==> src/rtl/hd_sdi_crc_insert.sv <==
// HD-SDI receive stage: detects TRS on Y, tracks the EAV/LN/CR word positions and
// computes, checks and inserts the per-channel CRC-18, with one clock of latency.
module hd_sdi_crc_insert #(
  parameter bit          INSERT_EN = 1'b1,
  parameter logic [19:0] IDLE_VID  = {10'h040, 10'h200}
) (
  input  logic        i_clk,
  input  logic        rst_n,
  input  logic [19:0] i_vid,
  output logic [19:0] o_vid,
  output logic        o_eav,
  output logic        o_sav,
  output logic [10:0] o_ln,
  output logic        o_crc_err_y,
  output logic        o_crc_err_c
);

  localparam logic [2:0] S_HBLANK = 3'd0;
  localparam logic [2:0] S_ACTIVE = 3'd1;
  localparam logic [2:0] S_LN0    = 3'd2;
  localparam logic [2:0] S_LN1    = 3'd3;
  localparam logic [2:0] S_CR0    = 3'd4;
  localparam logic [2:0] S_CR1    = 3'd5;

  // x^18+x^5+x^4+1 bit-reversed, because words enter LSB first and the register shifts right
  localparam logic [17:0] CRC_POLY_REV = 18'h23000;

  function automatic logic [17:0] crc_step10(input logic [17:0] crc, input logic [9:0] d);
    logic [17:0] r;
    logic        fb;
    r = crc;
    for (int i = 0; i < 10; i++) begin
      fb = r[0] ^ d[i];
      r  = {1'b0, r[17:1]} ^ (fb ? CRC_POLY_REV : 18'h0);
    end
    return r;
  endfunction

  logic [2:0]  state, state_next;
  logic [9:0]  y, c, y_d1, y_d2, y_d3;
  logic [17:0] crc_y, crc_c;
  logic        crc_valid, abort_r, err_y_pend, err_c_pend;
  logic [6:0]  ln_lo;
  logic [3:0]  ln_hi;
  logic        trs_xyz, eav_det, sav_det, in_trs, in_cr, abort_now, chk_en, accum;
  logic [9:0]  cr_y_word, cr_c_word;

  assign y = i_vid[19:10];
  assign c = i_vid[9:0];

  assign trs_xyz = (y_d3 == 10'h3FF) && (y_d2 == 10'h000) && (y_d1 == 10'h000) && y[9];
  assign eav_det = trs_xyz &&  y[6];
  assign sav_det = trs_xyz && !y[6];

  // A TRS preamble landing in a CR slot means the line was cut short: leave it intact
  // so downstream still sees the TRS, and skip the check for that line.
  assign in_trs = (y == 10'h3FF)
               || ((y_d1 == 10'h3FF) && (y == 10'h000))
               || ((y_d2 == 10'h3FF) && (y_d1 == 10'h000) && (y == 10'h000))
               || trs_xyz;

  assign in_cr     = (state == S_CR0) || (state == S_CR1);
  assign abort_now = in_trs || ((state == S_CR1) && abort_r);
  assign chk_en    = in_cr && crc_valid && !abort_now;
  assign accum     = ((state == S_ACTIVE) || (state == S_LN0) || (state == S_LN1)) && !sav_det;

  assign cr_y_word = (state == S_CR1) ? {~crc_y[17], crc_y[17:9]} : {~crc_y[8], crc_y[8:0]};
  assign cr_c_word = (state == S_CR1) ? {~crc_c[17], crc_c[17:9]} : {~crc_c[8], crc_c[8:0]};

  always_comb begin
    // NOTE: default first so every path assigns state_next and no latch is inferred.
    state_next = state;
    case (state)
      S_LN0:   state_next = S_LN1;
      S_LN1:   state_next = S_CR0;
      S_CR0:   state_next = S_CR1;
      S_CR1:   state_next = S_HBLANK;
      S_HBLANK,
      S_ACTIVE: state_next = state;
      default: state_next = S_HBLANK;
    endcase
    if (sav_det)      state_next = S_ACTIVE;
    else if (eav_det) state_next = S_LN0;
  end

  always_ff @(posedge i_clk or negedge rst_n) begin
    if (!rst_n) begin
      state       <= S_HBLANK;
      y_d1        <= '0;
      y_d2        <= '0;
      y_d3        <= '0;
      crc_y       <= '0;
      crc_c       <= '0;
      crc_valid   <= 1'b0;
      abort_r     <= 1'b0;
      err_y_pend  <= 1'b0;
      err_c_pend  <= 1'b0;
      ln_lo       <= '0;
      ln_hi       <= '0;
      o_vid       <= IDLE_VID;
      o_eav       <= 1'b0;
      o_sav       <= 1'b0;
      o_ln        <= '0;
      o_crc_err_y <= 1'b0;
      o_crc_err_c <= 1'b0;
    end else begin
      // NOTE: non-blocking throughout, so every register sees pre-edge values of the others.
      state <= state_next;
      y_d1  <= y;
      y_d2  <= y_d1;
      y_d3  <= y_d2;

      if (sav_det) begin
        crc_y     <= '0;
        crc_c     <= '0;
        crc_valid <= 1'b1;
      end else if (accum) begin
        crc_y <= crc_step10(crc_y, y);
        crc_c <= crc_step10(crc_c, c);
      end

      if (state == S_LN0) ln_lo <= y[8:2];
      if (state == S_LN1) ln_hi <= y[5:2];
      if (state == S_CR0) begin
        o_ln       <= {ln_hi, ln_lo};
        err_y_pend <= (y != cr_y_word);
        err_c_pend <= (c != cr_c_word);
      end
      abort_r <= (state == S_CR0) && in_trs;

      o_crc_err_y <= (state == S_CR1) && chk_en && (err_y_pend || (y != cr_y_word));
      o_crc_err_c <= (state == S_CR1) && chk_en && (err_c_pend || (c != cr_c_word));

      o_vid <= (INSERT_EN && chk_en) ? {cr_y_word, cr_c_word} : i_vid;
      o_eav <= eav_det;
      o_sav <= sav_det;
    end
  end

endmodule

==> config.mk <==
export PLATFORM = sky130hd
export DESIGN_NAME = hd_sdi_crc_insert
export DESIGN_NICKNAME = d
export VERILOG_FILES = /design/src/rtl/hd_sdi_crc_insert.sv
export SDC_FILE = /design/constraint.sdc
export NUM_CORES = 1
export LEC_CHECK = 0
export ABC_AREA = 0
export CORE_MARGIN = 4
export CORE_UTILIZATION = 30
export DETAILED_ROUTE_END_ITERATION = 6
export SLEW_MARGIN = 15
export SYNTH_ARGS = -nofsm -noshare
export SYNTH_HDL_FRONTEND = slang
export SYNTH_SLANG_ARGS = --single-unit
==> constraint.sdc <==
create_clock -name i_clk -period 5.3 [get_ports i_clk]
set_clock_uncertainty 0.05 [all_clocks]
set_input_delay 0.53 -clock i_clk [delete_from_list [all_inputs] [get_ports i_clk]]
set_output_delay 0.53 -clock i_clk [all_outputs]
set_load 0.02 [all_outputs]
==> results.md, run 1 <==
* Status: completed
* Latest clock arrival within the worst-skew pair at 0.42 ns
* Synth cell types at 49
* Post-synth top flop: dfrtp_1
* GR Overflow Total at 0
* CP max stage delay at 0.66 ns
* HPWL after DPL at 9.032 mm
* Multi-input logic area at 0.002285 mm^2
* Reg2reg start: y_d2[1]
* EDFF count, synth at 0
* CP Class: input pin to flip-flop
* Async set or reset register ratio after synthesis at 1.000
* Cells after synthesis at 538
* Core Rows at 49
* Hold Crit Class: input pin to asynchronous set/reset pin
* Detail Route Antenna Nets at 0
* Synth Area in Simple Gates at 0.1568
* Vias in the first global route at 3979
* RePlAce Congestion at 0.8446
* DIE WIDTH at 142.8 um
* Leakage at 3.029 nW
* Synth Area in Adders at 0
* Seq. cell area at 0.002980 mm^2
* CTS Sinks at 119
* Clock transition at the registers of the reported paths at 0.05 ns
* Largest net degree at the start of global routing at 87
* DR WL/cell at 15.29 um
* Fin. Hold Viols at 0
* Maximum clock rate at 314.8 MHz
* Startpoint types: input pin
* Synth Area in Compound Gates at 0.09323
* Worst path top cell family by delay: buffers and inverters
* Worst EP arrival at 3.47 ns
* Overall routing resource usage at 0.1314
* Reg-to-Reg End: o_vid[9]
* First-iteration detailed-routing DRC count at 274
* Worst endpoint required time at 5.59 ns
* CTS buffer count at 17
* Final setup fails at 0
* CTS Hold Buffers Added at 0
* RSZ-0062 raised after global routing: false
* Main combinational cell family by area after synthesis: simple AND/OR/NAND/NOR gates
* Final period utilization at 0.5993
* Area delta synth->final at 25.49%
* Die height at 142.8 um
* Max VDD drop at 209.1 uV
* Nets at 612
* Synth warn at 0
* Clk buf depth at 2
* Crit path time final at 3.176 ns
* Crit end category: flip-flop
* Max-slew violations at 0
* Slew HR at 0.2182
* Via density at 4.716
* Total Power at 2.449 mW
* Initial antenna violation count at 0
* Worst Path Max Fanout at 26
* Clk root buf: clkbuf_16
* Total wire length at 12.72 mm
* Syn_nets at 560
* Post-cts sizing count at 0
* Port Buffers at 56
* Synth Register Bits at 119
* Global-route wire length before repair at 20.83 mm
* CP max-delay cell: clkdlybuf4s50_1
* TritonCTS clock tree: done
* Via Count at 3924
* Die area at 0.02038 mm^2
* DRT Pass-1 Iters at 5
* Post-synthesis mux area share at 0.06177
* Sequential share of the synthesized area at 0.5470
* Synth Area in XOR/XNOR at 0.1045
* Postcts setup bufs at 0
* Core footprint at 0.01790 mm^2
* R2R Setup Slk at 2.78 ns
* TNS Setup at 0 ns
* Least-Margin Pin Slew at 1.170 ns
* DRC viols at 0
* Layout fillers at 1733
* Num ports at 57
* Initial Util at 0.3044
* CP bufs+invs at 2
* H-tree depth at 4
* MaxCap Viol Count at 0
* Layout cells sized above 1 at 0.1012
* Synthesized area at 0.005449 mm^2
* R2R depth at 6
* Crit-path cells: clkdlybuf4s50_1 -> or4_1 -> nor4_2 -> a22oi_1 -> o211ai_2 -> buf_4 -> mux2_1
* Syn Area/Cell at 10.13 um^2
* N_diodes at 0
* Cell Pwr Density at 358.2 mW/mm^2
routing by layer:
metal / track usage / up-vias / routed length (um)
met5: 0 / - / 0
met2: 0.2233 / 69 / 6643
met1: 0.1598 / 1922 / 5426
met4: 0.04602 / 0 / 150
met3: 0.03784 / 14 / 504
li1: - / 1919 / -
layout by cell type, fill, tap and decap left out, types with 4 or more instances in the layout:
cell type and count:
mux2i_1 19, inv_6 5, o21ai_0 10, buf_4 5
mux2_2 11, nor4_1 7, o21ai_1 4, nor3_1 9
o22ai_1 4, inv_1 19, o21ai_2 4, nand4_1 6
nor2b_1 4, nor2_1 81, a22oi_1 4, clkbuf_16 17
xor2_1 21, a21oi_1 38, nand2_1 63, xnor2_1 44
clkdlybuf4s50_1 55, dfrtp_1 117
logic make-up (layout without fill, tap and decap cells):
kind of cell,Yosys count,after routing
multiplexers,32,32
XOR/XNOR,65,65
buffers and inverters,47,112
AO/OA/AOI/OAI,82,82
AND/OR/NAND/NOR,193,193
flip-flops,119,119
cells in the mapped netlist (3+ instances only):
library cell | instances | share of area
dfrtp_1 | 117 | 0.54
nor2_1 | 81 | 0.056
nand2_1 | 63 | 0.043
xnor2_1 | 44 | 0.071
a21oi_1 | 38 | 0.035
xor2_1 | 21 | 0.034
inv_1 | 19 | 0.013
mux2i_1 | 19 | 0.035
clkbuf_1 | 15 | 0.010
mux2_2 | 11 | 0.023
buf_2 | 10 | 0.0092
nor3_1 | 10 | 0.0092
o21ai_0 | 10 | 0.0092
nor4_1 | 7 | 0.0080
nand4_1 | 6 | 0.0069
a22oi_1 | 4 | 0.0055
nor2b_1 | 4 | 0.0046
o21ai_1 | 4 | 0.0037
o21ai_2 | 4 | 0.0064
o22ai_1 | 4 | 0.0046
a211oi_1 | 3 | 0.0041
and2_1 | 3 | 0.0034
nand3_1 | 3 | 0.0028
worst register-to-register path: cells and delay by family (launching register included):
kind	cells	cell delay, ns
AOI/OAI and AO/OA	2	0.67
and+or+nand+nor	2	0.57
buffers and inverters	1	0.40
DFF	1	0.39
muxes	1	0.36
power by group:
group	total, mW	internal [mW]	switching, mW
Sequential	0.991	0.954	0.0375
Clock	1.19	0.749	0.443
Combinational	0.266	0.120	0.146
flip-flops by register name (all words and copies together) (netlist names):
| signal | cells |
|---|---|
| o_vid | 20 |
| crc_c | 18 |
| crc_y | 18 |
| o_ln | 11 |
| y_d1 | 10 |
| y_d2 | 10 |
| y_d3 | 10 |
| ln_lo | 7 |
| ln_hi | 4 |
| state | 3 |
| abort_r | 1 |
| crc_valid | 1 |
| err_c_pend | 1 |
| err_y_pend | 1 |
| o_crc_err_c | 1 |
| o_crc_err_y | 1 |
| o_eav | 1 |
| o_sav | 1 |
worst max path at each step:
stage | start | end | slack (ns) | depth (start not counted)
global route | i_vid[16] | o_vid[9] | 1.93 | 7
detailed placement | i_vid[13] | o_vid[9] | 1.71 | 7
finish | i_vid[16] | o_vid[9] | 2.12 | 7
CTS | i_vid[13] | o_vid[9] | 2.14 | 7
global placement | i_vid[13] | o_vid[9] | 1.81 | 7
floorplan | i_vid[14] | o_vid[19] | 2.90 | 7
through the flow:
stage               area [um^2]  utilization  setup slack (ns)  hold WS [ns]  cells
floorplan                  5449            -             2.896        0.1844    538
global placement           6218       0.3474             1.808        0.3332    800
detailed placement         6218       0.3474             1.708        0.3374    800
CTS                        6834       0.3817             2.142        0.2912    832
global route               6838       0.3820             1.927        0.1830    832
finish                     6838       0.3820             2.124        0.1116    832
layout make-up:
type                       count  share of cell area
timing repair buffer          61             0.08765
clock buffer                  17             0.06221
inverter                      19             0.01043
tap                          229             0.04190
sequential                   119              0.4359
multi-input combinational    372              0.3341
clock inverter                15             0.02781
Power figures use the tool's default switching activity.
==> inputs of run 2 (changes only) <==
Clock period 5.3 ns to 2.7 ns, I/O delays scaled along.
==> run 2 against run 1 <==
Against the previous run:
- design area grew 2.5%
- largest cell class unchanged
- sequential share of layout area shrank 1.1 points
- flip-flop and latch count is the same
- clock-buffer cell count grew 1
- routed wire length grew 2.3%
- critical path type is now flip-flop to flip-flop
- utilization grew 0.94 points
- critical path depth grew 1
- worst hold slack gained 0.19 ns
- sequential power grew 96%
- cell count grew 2.6%
- power grew 87%
==> results.md, run 2 (synthesized netlist as in run 1, its figures left out) <==
* Commonest non-fill, non-tap cell in the layout: dfrtp_1
* Initial antenna violation count at 0
* Crit path time final at 2.236 ns
* Die height at 142.8 um
* Crit end category: flip-flop
* Largest net degree at the start of global routing at 87
* First-iteration detailed-routing DRC count at 300
* Slew HR at 0.6045
* Worst EP arrival at 2.48 ns
* Switching power at 1.200 mW
* DP Worst Slack at 0.06718 ns
* DIE WIDTH at 142.8 um
* Crit-path cells: nand3b_1 -> buf_4 -> buf_12 -> mux2i_1 -> xor2_1 -> o211ai_1 -> nor4_1 -> nor3_1
* CP Class: flip-flop to flip-flop
* Final period utilization at 0.8281
* DR WL/cell at 15.24 um
* RSZ-0062 raised after global routing: false
* Total wire length at 13.02 mm
* Clock transition at the registers of the reported paths at 0.06 ns
* Top flop regs: o_vid (20), crc_c (18), crc_y (18)
* Startpoint types: flip-flop
* Fin. Hold Viols at 0
* GR Overflow Total at 0
* Overall routing resource usage at 0.1369
* Max VDD drop at 499.6 uV
* MaxCap Viol Count at 0
* Cell Pwr Density at 654.8 mW/mm^2
* CTS Sinks at 119
* Sequential group share of total power at 0.424
* Worst endpoint required time at 2.94 ns
* H-tree depth at 4
* Post-cts sizing count at 0
* RePlAce Congestion at 0.9141
* CP max stage delay at 0.49 ns
* Nets at 634
* Clock power frac at 0.458
* Core Rows at 49
* Via density at 4.804
* Final setup fails at 0
* Biggest register: o_vid
* DRC viols at 0
* Worst Path Max Fanout at 14
* CP max-delay cell: dfrtp_1
* HPWL after DPL at 9.467 mm
* Total Power at 4.588 mW
* Num ports at 57
* TritonCTS clock tree: done
* N_diodes at 0
* Core footprint at 0.01790 mm^2
* Combinational cell fraction of total power at 0.118
* Via Count at 4103
* Clk buf depth at 2
* DRT Pass-1 Iters at 4
* Leakage at 3.123 nW
* Initial Util at 0.3044
* Layout cells sized above 1 at 0.1296
* TNS Setup at 0 ns
* Vias in the first global route at 4189
* Status: completed
* Port Buffers at 56
* Detail Route Antenna Nets at 0
* Least-Margin Pin Slew at 0.5916 ns
* Net Sw Frac at 0.2615
* Commonest cells after routing, fill and taps aside: dfrtp_1, nor2_1, nand2_1
* Global-route wire length before repair at 21.65 mm
* Die area at 0.02038 mm^2
* Power Internal at 3.389 mW
* Area delta synth->final at 28.59%
* Max-slew violations at 0
* Maximum clock rate at 447.3 MHz
* Hold Crit Class: input pin to asynchronous set/reset pin
* Latest clock arrival within the worst-skew pair at 0.42 ns
* Number of flip-flops in the largest register at 20
* Post-route setup slack at 0.4642 ns
* Clk root buf: clkbuf_16
* CTS buffer count at 17
==> run 2: changes by cell type in the layout (fill, tap and decap cells not counted), moves of 2 or more <==
cell / previous run / this run
buf_12: 0 / 5
buf_4: 5 / 22
bufinv_16: 3 / 1
clkinv_2: 1 / 3
clkinvlp_4: 3 / 5
inv_6: 5 / 1
==> run 2: stage by stage <==
stage,cells,cell area [um^2],hold slack [ns],util
2_1_floorplan,538,5449,-0.07559,-
3_3_place_gp,819,6424,0.1958,0.3588
3_5_place_dp,819,6424,0.2093,0.3588
4_1_cts,852,6992,0.3105,0.3906
5_1_grt,854,7007,0.3438,0.3914
6_report,854,7007,0.3019,0.3914
==> run 2: repair_timing <==
action	CTS	global route
setup endpoints to repair	0	1
hold endpoints to repair	32	0
hold buffers	1	0
buffers inserted	0	2
==> run 2: worst max-delay path, delay by kind of cell (launching register included) <==
| family | cells | cell delay, ns |
|---|---|---|
| flops | 1 | 0.49 |
| simple gates | 3 | 0.55 |
| xor+xnor | 1 | 0.19 |
| mux | 1 | 0.29 |
| compound gates | 1 | 0.16 |
| buf+inv | 2 | 0.37 |
==> run 2: path summary, 6_finish.rpt <==
check | to | cells after the start | from | slack, ns
worst max register to register | o_crc_err_c | 8 | state[0] | 0.46
max in group asynchronous | o_vid[9] | 3 | rst_n | 1.46
worst min register to register | y_d3[6] | 0 | y_d2[6] | 0.35
worst min-delay path | y_d3[4] | 2 | rst_n | 0.30
min in group i_clk | y_d3[6] | 0 | y_d2[6] | 0.35
worst max-delay path | o_crc_err_c | 8 | state[0] | 0.46
==> run 2: power groups by stage <==
stage          clock (mW)  combinational, mW  sequential [mW]
5_1_grt              2.24              0.601             1.96
3_5_place_dp            0              0.545             1.98
2_1_floorplan           0              0.329             1.97
6_report             2.10              0.543             1.94
3_3_place_gp            0              0.537             1.97
4_1_cts              2.15              0.550             1.94
==> run 2: cell type report <==
class / count / area, um^2
timing repair buffer: 83 / 825.8
fill: 1728 / 10900
clock inverter: 14 / 128.9
clock buffer: 18 / 429.2
multi-input combinational: 372 / 2285
inverter: 19 / 71.32
tap: 229 / 286.5
sequential: 119 / 2980
==> run 2: per-layer routing <==
metal / vias to the layer above / global-route usage / routed length [um]
met5: - / 0 / 0
met4: 0 / 0.05203 / 267
met3: 21 / 0.04588 / 701
met2: 91 / 0.2300 / 6722
met1: 2034 / 0.1630 / 5323
li1: 1957 / - / -
